### config.mk
export PLATFORM = sky130hd
export DESIGN_NAME = corescore_uart_tx
export DESIGN_NICKNAME = d
export VERILOG_FILES = /design/src/rtl/corescore_uart_tx.sv
export SDC_FILE = /design/constraint.sdc
export NUM_CORES = 1
export LEC_CHECK = 0
export CAP_MARGIN = 20
export CORE_ASPECT_RATIO = 0.75
export CORE_MARGIN = 1.5
export CORE_UTILIZATION = 30
export DETAILED_ROUTE_END_ITERATION = 7
export DONT_BUFFER_PORTS = 1
export PLACE_DENSITY = 0.53
export SLEW_MARGIN = 20
export SYNTH_ARGS = -nofsm -noshare
export SYNTH_HDL_FRONTEND = slang
export SYNTH_SLANG_ARGS = --single-unit
export TNS_END_PERCENT = 30
### constraint.sdc
create_clock -name i_clk -period 2.35 [get_ports i_clk]
set_clock_uncertainty 0.05 [all_clocks]
set_input_delay 0.1175 -clock i_clk [delete_from_list [all_inputs] [get_ports i_clk]]
set_output_delay 0.1175 -clock i_clk [all_outputs]
set_load 0.005 [all_outputs]
### src/rtl/corescore_uart_tx.sv
// -----------------------------------------------------------------------------
// corescore_uart_tx
//
// Byte-stream to UART serializer. Accepts one byte per valid/ready handshake
// and shifts it out LSB first as an 8N1 or 8N2 frame. When LAST_EOL is set,
// a byte accepted with i_tlast=1 is followed by CR (0x0D) and LF (0x0A)
// frames sent back-to-back, so every message ends a terminal line.
//
// Ports:
//   i_clk     system clock
//   i_rst     synchronous reset, active high
//   i_tdata   byte to transmit
//   i_tlast   last byte of a message
//   i_tvalid  i_tdata/i_tlast valid
//   o_tready  serializer can accept a byte (IDLE and not in reset)
//   o_busy    a frame is in progress
//   o_uart_tx serial line, idles high, driven straight from a flop
// -----------------------------------------------------------------------------
module corescore_uart_tx #(
  parameter int CLK_FREQ_HZ = 16000000,
  parameter int BAUD_RATE   = 57600,
  parameter int STOP_BITS   = 1,
  parameter int LAST_EOL    = 1
) (
  input  logic       i_clk,
  input  logic       i_rst,
  input  logic [7:0] i_tdata,
  input  logic       i_tlast,
  input  logic       i_tvalid,
  output logic       o_tready,
  output logic       o_busy,
  output logic       o_uart_tx
);

  localparam int DIV   = CLK_FREQ_HZ / BAUD_RATE;
  localparam int CNT_W = (DIV < 2) ? 1 : $clog2(DIV);
  localparam logic [CNT_W-1:0] CNT_LAST  = CNT_W'(DIV - 1);
  localparam logic [2:0]       STOP_LAST = 3'(STOP_BITS - 1);

  if (DIV < 2) begin : g_div_check
    $fatal(1, "corescore_uart_tx: CLK_FREQ_HZ/BAUD_RATE must be at least 2");
  end
  if ((STOP_BITS != 1) && (STOP_BITS != 2)) begin : g_stop_check
    $fatal(1, "corescore_uart_tx: STOP_BITS must be 1 or 2");
  end

  localparam logic [1:0] ST_IDLE  = 2'd0;
  localparam logic [1:0] ST_START = 2'd1;
  localparam logic [1:0] ST_DATA  = 2'd2;
  localparam logic [1:0] ST_STOP  = 2'd3;

  logic [1:0]       state_q,    state_d;
  logic [CNT_W-1:0] baud_q,     baud_d;
  logic [2:0]       bit_q,      bit_d;
  logic [7:0]       shift_q,    shift_d;
  logic             eol_pend_q, eol_pend_d;
  logic             eol_idx_q,  eol_idx_d;
  logic             tx_q,       tx_d;

  logic bit_end;
  logic accept;

  assign bit_end   = (baud_q == CNT_LAST);
  assign o_tready  = (state_q == ST_IDLE) && !i_rst;
  assign accept    = i_tvalid && o_tready;
  assign o_busy    = (state_q != ST_IDLE);
  assign o_uart_tx = tx_q;

  // tx_d is the line level for the cycle after the edge, so the register
  // already holds the start bit in the first cycle of START.
  always_comb begin
    state_d    = state_q;
    baud_d     = baud_q;
    bit_d      = bit_q;
    shift_d    = shift_q;
    eol_pend_d = eol_pend_q;
    eol_idx_d  = eol_idx_q;
    tx_d       = tx_q;

    case (state_q)
      ST_IDLE: begin
        tx_d = 1'b1;
        if (accept) begin
          shift_d    = i_tdata;
          eol_pend_d = i_tlast && (LAST_EOL != 0);
          eol_idx_d  = 1'b0;
          state_d    = ST_START;
          baud_d     = '0;
          bit_d      = 3'd0;
          tx_d       = 1'b0;
        end
      end

      ST_START: begin
        if (bit_end) begin
          state_d = ST_DATA;
          baud_d  = '0;
          bit_d   = 3'd0;
          tx_d    = shift_q[0];
        end else begin
          baud_d = baud_q + CNT_W'(1);
        end
      end

      ST_DATA: begin
        if (bit_end) begin
          baud_d = '0;
          if (bit_q == 3'd7) begin
            state_d = ST_STOP;
            bit_d   = 3'd0;
            tx_d    = 1'b1;
          end else begin
            // shift_q[1] is the next data bit since the register shifts once per bit
            bit_d   = bit_q + 3'd1;
            shift_d = {1'b0, shift_q[7:1]};
            tx_d    = shift_q[1];
          end
        end else begin
          baud_d = baud_q + CNT_W'(1);
        end
      end

      ST_STOP: begin
        if (bit_end) begin
          baud_d = '0;
          if (bit_q != STOP_LAST) begin
            bit_d = bit_q + 3'd1;
          end else begin
            bit_d = 3'd0;
            if (eol_pend_q) begin
              // EOL step: load CR then LF and restart the frame with no gap cycle
              state_d = ST_START;
              tx_d    = 1'b0;
              if (!eol_idx_q) begin
                shift_d   = 8'h0D;
                eol_idx_d = 1'b1;
              end else begin
                shift_d    = 8'h0A;
                eol_idx_d  = 1'b0;
                eol_pend_d = 1'b0;
              end
            end else begin
              state_d = ST_IDLE;
              tx_d    = 1'b1;
            end
          end
        end else begin
          baud_d = baud_q + CNT_W'(1);
        end
      end

      default: begin
        state_d = ST_IDLE;
        tx_d    = 1'b1;
      end
    endcase
  end

  always_ff @(posedge i_clk) begin
    if (i_rst) begin
      state_q    <= ST_IDLE;
      baud_q     <= '0;
      bit_q      <= 3'd0;
      eol_pend_q <= 1'b0;
      eol_idx_q  <= 1'b0;
      tx_q       <= 1'b1;
    end else begin
      state_q    <= state_d;
      baud_q     <= baud_d;
      bit_q      <= bit_d;
      eol_pend_q <= eol_pend_d;
      eol_idx_q  <= eol_idx_d;
      tx_q       <= tx_d;
    end
  end

  // Shift register is pure data: it is always reloaded before it is used.
  always_ff @(posedge i_clk) begin
    shift_q <= shift_d;
  end

endmodule
# After elaboration in Yosys (flattened, before gate mapping)

Index checks and enable logic that the tools add are counted.

Output and inout bits: 3
Input port bits: 12
Register bits: 25
Word-level logic and storage cells: 82

Multiplexer cells: 45
Add/sub/neg operators: 2
Equal/unequal tests: 13
Reduce and logical (&&, ||, !) cells: 15

Operator list:

| operator              | count |
|---|---|
| $mux W8               | 6 |
| $pmux W8 S3           | 1 |
| $mux W3               | 7 |
| $mux W9               | 2 |
| $pmux W9 S2           | 1 |
| $mux W1               | 17 |
| $ne A2 B2 Y1 const B  | 8 |
| $mux W2               | 6 |
| $pmux W3 S4           | 1 |
| $reduce_and A4 Y1     | 3 |
| $add A9 B1 Y9 const B | 1 |
| $eq A9 B9 Y1 const B  | 1 |
| $pmux W2 S4           | 1 |
| $reduce_and A7 Y1     | 1 |
| $reduce_and A6 Y1     | 1 |
| $reduce_bool A3 Y1    | 2 |
| $reduce_and A5 Y1     | 1 |
| $eq A2 B2 Y1 const B  | 2 |
| $pmux W1 S2           | 2 |
| $pmux W1 S4           | 1 |
| $reduce_bool A2 Y1    | 2 |
| $add A3 B1 Y3 const B | 1 |
| $eq A3 B3 Y1 const B  | 1 |
| $reduce_or A3 Y1      | 1 |
| 4 further kinds       | 5 |

# Longest topological paths before layout

Word-level depth: 5
Mapped depth: 8
Depth with buffers taken out: 6

# Worst setup path after synthesis

No wires, ideal clock.

Kind: register to register
From: register state_q[0]
To: register shift_q[0], enable pin
Path slack: -31 ps
Buffers on the path: 1
Required time: 1912 ps
Stages on the path, launching flop included: 6
Library setup time: 388 ps
Period minus slack after synthesis: 2381 ps
Data arrival time: 1943 ps
Cell sequence: dfxtp_1 inv_1 ha_1 clkbuf_1 or2_2 a221oi_1

Longest elaborated chain between the ends: 5
Elaborated cells between the ends (all ways): 13
Classes of those cells: 8 x eq/ne; 5 x reduce/logical

RTL lines:

| what                            | line   | text |
|---|---|---|
| start: declaration              | 52     | `logic [1:0] state_q, state_d;` |
| start signal: assignment        | 168    | `state_q <= state_d;` |
| $logic_not A2 Y1                | 64, 80 |  |
| $logic_and A1 B1 Y1             | 64     | `assign o_tready = (state_q == ST_IDLE) && !i_rst;` |
| $logic_and A1 B1 Y1             | 65     | `assign accept = i_tvalid && o_tready;` |
| $ne A2 B2 Y1 (no line)          | -      |  |
| $reduce_and A7 Y1 (no line) (*) | -      |  |
| end signal: assignment          | 179    | `shift_q <= shift_d;` |
| end: declaration                | 55     | `logic [7:0] shift_q, shift_d;` |

Every way passes the cells marked *; elsewhere a longest branch is shown, timed or not.
A chain may end at the register's enable or synchronous reset.

# Final worst setup path

From: register state_q[0]
To: register state_q[0]

Longest elaborated chain between the ends: 5
Elaborated cells between the ends (all ways): 14
Classes of those cells: 9 x eq/ne; 1 x mux; 4 x reduce/logical

RTL lines:

| what                        | line |
|---|---|
| $logic_not A2 Y1            | 64, 80 |
| $logic_and A1 B1 Y1         | 64 |
| $logic_and A1 B1 Y1         | 65 |
| $ne A2 B2 Y1 (no line)      | - |
| $reduce_and A6 Y1 (no line) | - |

Several ways; a longest one is shown, not always the timed one.

==> impl_metrics.prom <==
# TYPE chip_impl_metric gauge
chip_impl_info{name="result_of_the_run",value="finished clean"} 1
chip_impl_metric{name="preCtsSetupSlack",unit="ns"} 0.317
chip_impl_metric{name="clock_tree.buffer_depth",unit=""} 2
chip_impl_info{name="cp_cell_sequence",value="inv_1 -> ha_1 -> clkinv_1 -> a21oi_1 -> buf_4 -> or4b_1 -> a221oi_2"} 1
chip_impl_metric{name="hold_viol_final",unit=""} 0
chip_impl_metric{name="ys.warnings.count",unit=""} 0
chip_impl_metric{name="crit_path_max_incr_delay",unit="ns"} 0.53
chip_impl_metric{name="worstHoldPathCells",unit=""} 1
chip_impl_metric{name="synthSimpleGateAreaFrac",unit="%"} 24.7
chip_impl_info{name="synth_top_family_by_area",value="simple AND/OR/NAND/NOR gates"} 1
chip_impl_metric{name="fin_setup_tns",unit="ns"} 0
chip_impl_metric{name="post-route-min-period",unit="ns"} 2.06
chip_impl_metric{name="synthDistinctLibCells",unit=""} 47
chip_impl_info{name="r2r-end",value="state_q[0]"} 1
chip_impl_metric{name="mappedNetlistArea",unit="sq um"} 1460
chip_impl_info{name="min-delay-path-class",value="in -> reg"} 1
chip_impl_metric{name="maxCapViolCount",unit=""} 0
chip_impl_metric{name="grt_start_max_net_pins",unit=""} 14
chip_impl_metric{name="nets",unit=""} 193
chip_impl_metric{name="worst-r2r-setup-slack",unit="ns"} 0.29
chip_impl_metric{name="ioPinCount",unit=""} 15
chip_impl_metric{name="track_usage",unit="%"} 13.6
chip_impl_metric{name="clk_latency",unit="ns"} 0.27
chip_impl_metric{name="global_route_wire_length_before_repair",unit="um"} 5870
chip_impl_metric{name="antenna_found_initial",unit=""} 0
chip_impl_metric{name="clock.fmax",unit="MHz"} 486
chip_impl_metric{name="postLayoutCoreUtil",unit="%"} 36.8
chip_impl_metric{name="io_buffer_count",unit=""} 0
chip_impl_info{name="hold_path_end",value="shift_q[2]"} 1
chip_impl_info{name="cts_root_buf",value="sky130_fd_sc_hd__clkbuf_8"} 1
chip_impl_metric{name="ys_seq_elements",unit=""} 25
chip_impl_metric{name="tightestPinTransition",unit="ns"} 0.486
chip_impl_metric{name="rr_worst_depth",unit=""} 7
chip_impl_metric{name="chipWidth",unit="um"} 83.5
chip_impl_metric{name="drt_pass1_iterations",unit=""} 4
chip_impl_metric{name="synth_async_sr_flop_share",unit="%"} 0
chip_impl_info{name="critical_path.startpoint",value="state_q[0]"} 1
chip_impl_metric{name="initialDrtViolationCount",unit=""} 76
chip_impl_metric{name="syn2layout_area_growth",unit="%"} 15.5
chip_impl_info{name="startpoint_kind_of_the_worst_setup_timing_path",value="flop"} 1
chip_impl_metric{name="mappedNetlistNets",unit=""} 179
chip_impl_metric{name="final.period_utilization",unit="%"} 87.6
chip_impl_metric{name="initial_utilization",unit="%"} 31.9
chip_impl_metric{name="final_critical_path_setup_slack",unit="ns"} 0.292
chip_impl_metric{name="core_region_area",unit="sq um"} 4570
chip_impl_metric{name="drt-vias-per-instance",unit=""} 5.44
chip_impl_metric{name="placement_rows",unit=""} 21
chip_impl_metric{name="floorplan.die.height",unit="um"} 63.3
chip_impl_info{name="critPathKind",value="reg -> reg"} 1
chip_impl_metric{name="post_synth.cell_area_avg",unit="sq um"} 9.28
chip_impl_metric{name="synth.area.mux_share",unit="%"} 0.687
chip_impl_metric{name="drt_total_wl",unit="um"} 3270
chip_impl_info{name="synth.largest_area_cell",value="sky130_fd_sc_hd__dfxtp_1"} 1
chip_impl_metric{name="yosysTopAreaCellShare",unit="%"} 23.4
chip_impl_metric{name="synth_fa_ha_area_share",unit="%"} 8.59
chip_impl_metric{name="slew_violations",unit=""} 0
chip_impl_metric{name="tritoncts.num_buffers",unit=""} 3
chip_impl_metric{name="final_wtd_congestion",unit=""} 0.803
chip_impl_info{name="worstReg2RegStart",value="state_q[0]"} 1
chip_impl_metric{name="powerDensity",unit="nW/um^2"} 1030
chip_impl_metric{name="route.detailed.drc",unit=""} 0
chip_impl_metric{name="post_synth_edffs",unit=""} 8
chip_impl_info{name="synth_area_leaders",value="sky130_fd_sc_hd__dfxtp_1 23%, sky130_fd_sc_hd__edfxtp_1 16%, sky130_fd_sc_hd__ha_1 8.6%"} 1
chip_impl_metric{name="synth.yosys.seq_area_share",unit="%"} 39.9
chip_impl_metric{name="gr-total-overflow",unit=""} 0
chip_impl_metric{name="dpl.hpwl",unit="um"} 2440
chip_impl_metric{name="post-cts-setup-buffers",unit=""} 0
chip_impl_metric{name="die-area",unit="sq um"} 5290
chip_impl_metric{name="parity_gate_share_of_the_synthesized_area_counting_xor_and_xnor_cells",unit="%"} 0.601
chip_impl_metric{name="worst-endpoint-required",unit="ns"} 2.49
chip_impl_metric{name="mapped_cells",unit=""} 157
chip_impl_metric{name="ctsHtreeMaxLevel",unit=""} 1
chip_impl_metric{name="synth_compound_gate_area_share",unit="%"} 21.6
chip_impl_metric{name="peakVddDrop",unit="V"} 0.000410
chip_impl_metric{name="crit_arrival",unit="ns"} 2.20
chip_impl_metric{name="layout-drive-gt1-share",unit="%"} 10.6
chip_impl_info{name="hp-start",value="i_tdata[2]"} 1
chip_impl_metric{name="maxSlewHeadroom",unit="%"} 67.5
chip_impl_metric{name="routed-via-count",unit=""} 1235
chip_impl_info{name="cpMaxStageDelayCell",value="sky130_fd_sc_hd__or4b_1"} 1
chip_impl_metric{name="power.leakage",unit="uW"} 0.000635
chip_impl_info{name="clock_tree_from_tritoncts",value="built"} 1
chip_impl_info{name="synth_top_flop_cell",value="sky130_fd_sc_hd__dfxtp_1"} 1
chip_impl_info{name="critPathCaptureType",value="flop"} 1
chip_impl_metric{name="setup_viol",unit=""} 0
chip_impl_metric{name="clkTransAtPathRegs",unit="ns"} 0.09
chip_impl_metric{name="remaining_antenna_violation_count_after_routing",unit=""} 0
chip_impl_metric{name="number_of_global_route_vias_before_repair",unit=""} 1202
chip_impl_metric{name="diodes",unit=""} 0
chip_impl_metric{name="tritoncts_num_sinks",unit=""} 25
chip_impl_metric{name="timing.critical_path.fanout_max",unit=""} 10
chip_impl_info{name="rsz0062_at_grt",value="no"} 1
chip_impl_metric{name="routedWlPerCell",unit="um"} 14.4
==> cell families (layout without fill, tap and decap cells) <==
| group | after synthesis | after routing |
|---|---|---|
| adder cells (fa/ha/maj) | 10 | 10 |
| XOR/XNOR | 1 | 1 |
| buffers and inverters | 15 | 28 |
| multiplexers | 1 | 1 |
| AO/OA/AOI/OAI | 46 | 46 |
| AND/OR/NAND/NOR | 59 | 59 |
| flip-flops | 25 | 25 |
==> placed cells by master, fill, tap and decap left out, types with 5 or more instances in the layout <==
master,count
sky130_fd_sc_hd__buf_4,7
sky130_fd_sc_hd__nor2_1,5
sky130_fd_sc_hd__dfxtp_1,17
sky130_fd_sc_hd__edfxtp_1,8
sky130_fd_sc_hd__nand3_1,10
sky130_fd_sc_hd__ha_1,10
sky130_fd_sc_hd__nand2_1,10
sky130_fd_sc_hd__dlygate4sd3_1,7
sky130_fd_sc_hd__o21ai_0,9
sky130_fd_sc_hd__a21oi_1,12
sky130_fd_sc_hd__nor2b_1,6
sky130_fd_sc_hd__inv_1,9
==> through the flow <==
step / hold WS, ns / cell area (sq um) / instances / total power (uW)
after detailed placement: 0.138 / 1570 / 216 / 1470
after floorplan: 0.210 / 1460 / 157 / 1220
after CTS: 0.00137 / 1680 / 227 / 1750
final: 0.0176 / 1680 / 227 / 1730
after global placement: 0.136 / 1570 / 216 / 1460
after global routing: 0.0173 / 1680 / 227 / 1870
==> worst max path at each step <==
| stage | slack, ns | endpoint | cells after the start |
|---|---|---|---|
| after CTS | 0.30 | state_q[0] | 7 |
| after floorplan | 0.23 | shift_q[0] | 5 |
| after global routing | 0.14 | state_q[0] | 7 |
| after detailed placement | 0.32 | state_q[0] | 7 |
| final | 0.29 | state_q[0] | 7 |
| after global placement | 0.37 | state_q[0] | 7 |
==> layout make-up <==
type / instances / area [sq um]
inverter: 10 / 37.5
timing repair buffer: 14 / 123
sequential: 25 / 581
tap: 57 / 71.3
fill: 476 / 2890
clock buffer: 4 / 45.0
multi-input combinational: 117 / 825
==> power breakdown <==
part           internal, uW  switching [uW]  total (uW)
registers               603            71.9         675
clock network           121             134         255
logic                   333             467         800
total                  1060             673        1730
==> synthesized netlist by cell type (2+ instances only) <==
cell	n
sky130_fd_sc_hd__dfxtp_1	17
sky130_fd_sc_hd__a21oi_1	12
sky130_fd_sc_hd__ha_1	10
sky130_fd_sc_hd__nand2_1	10
sky130_fd_sc_hd__nand3_1	10
sky130_fd_sc_hd__inv_1	9
sky130_fd_sc_hd__o21ai_0	9
sky130_fd_sc_hd__edfxtp_1	8
sky130_fd_sc_hd__nor2b_1	6
sky130_fd_sc_hd__nor2_1	5
sky130_fd_sc_hd__a211oi_1	4
sky130_fd_sc_hd__a22o_1	4
sky130_fd_sc_hd__clkbuf_1	4
sky130_fd_sc_hd__nand2b_1	4
sky130_fd_sc_hd__nand3b_1	4
sky130_fd_sc_hd__a31oi_1	3
sky130_fd_sc_hd__a221o_1	2
sky130_fd_sc_hd__and2_1	2
sky130_fd_sc_hd__and3_1	2
sky130_fd_sc_hd__and3_2	2
sky130_fd_sc_hd__nor3_1	2
sky130_fd_sc_hd__o211ai_1	2
sky130_fd_sc_hd__or4b_1	2
==> state kept, by name (all words and copies together) (netlist names) <==
register	flops
baud_q	9
shift_q	8
bit_q	3
state_q	2
eol_idx_q	1
eol_pend_q	1
o_uart_tx	1
==> what timing repair did <==
item	4_1_cts	5_1_grt
endpoints found under the hold margin	14	0
hold buffers	7	0
resized for setup	0	0
setup endpoints to repair	0	0
==> routing by layer <==
layer	wire [um]	global-route usage, %	up-vias
met3	100	2.75	2
met5	0	0	-
met2	1530	22.5	19
li1	-	-	612
met4	27	3.89	0
met1	1620	18.2	602
==> critical path, delay by kind of cell (launching register included) <==
| kind | cells | cell delay (ns) |
|---|---|---|
| AO/OA/AOI/OAI | 2 | 0.28 |
| buffers and inverters | 3 | 0.46 |
| AND/OR/NAND/NOR | 1 | 0.53 |
| flip-flops | 1 | 0.37 |
| adder cells (fa/ha/maj) | 1 | 0.28 |
No activity file was read; power rests on OpenSTA's default activity.
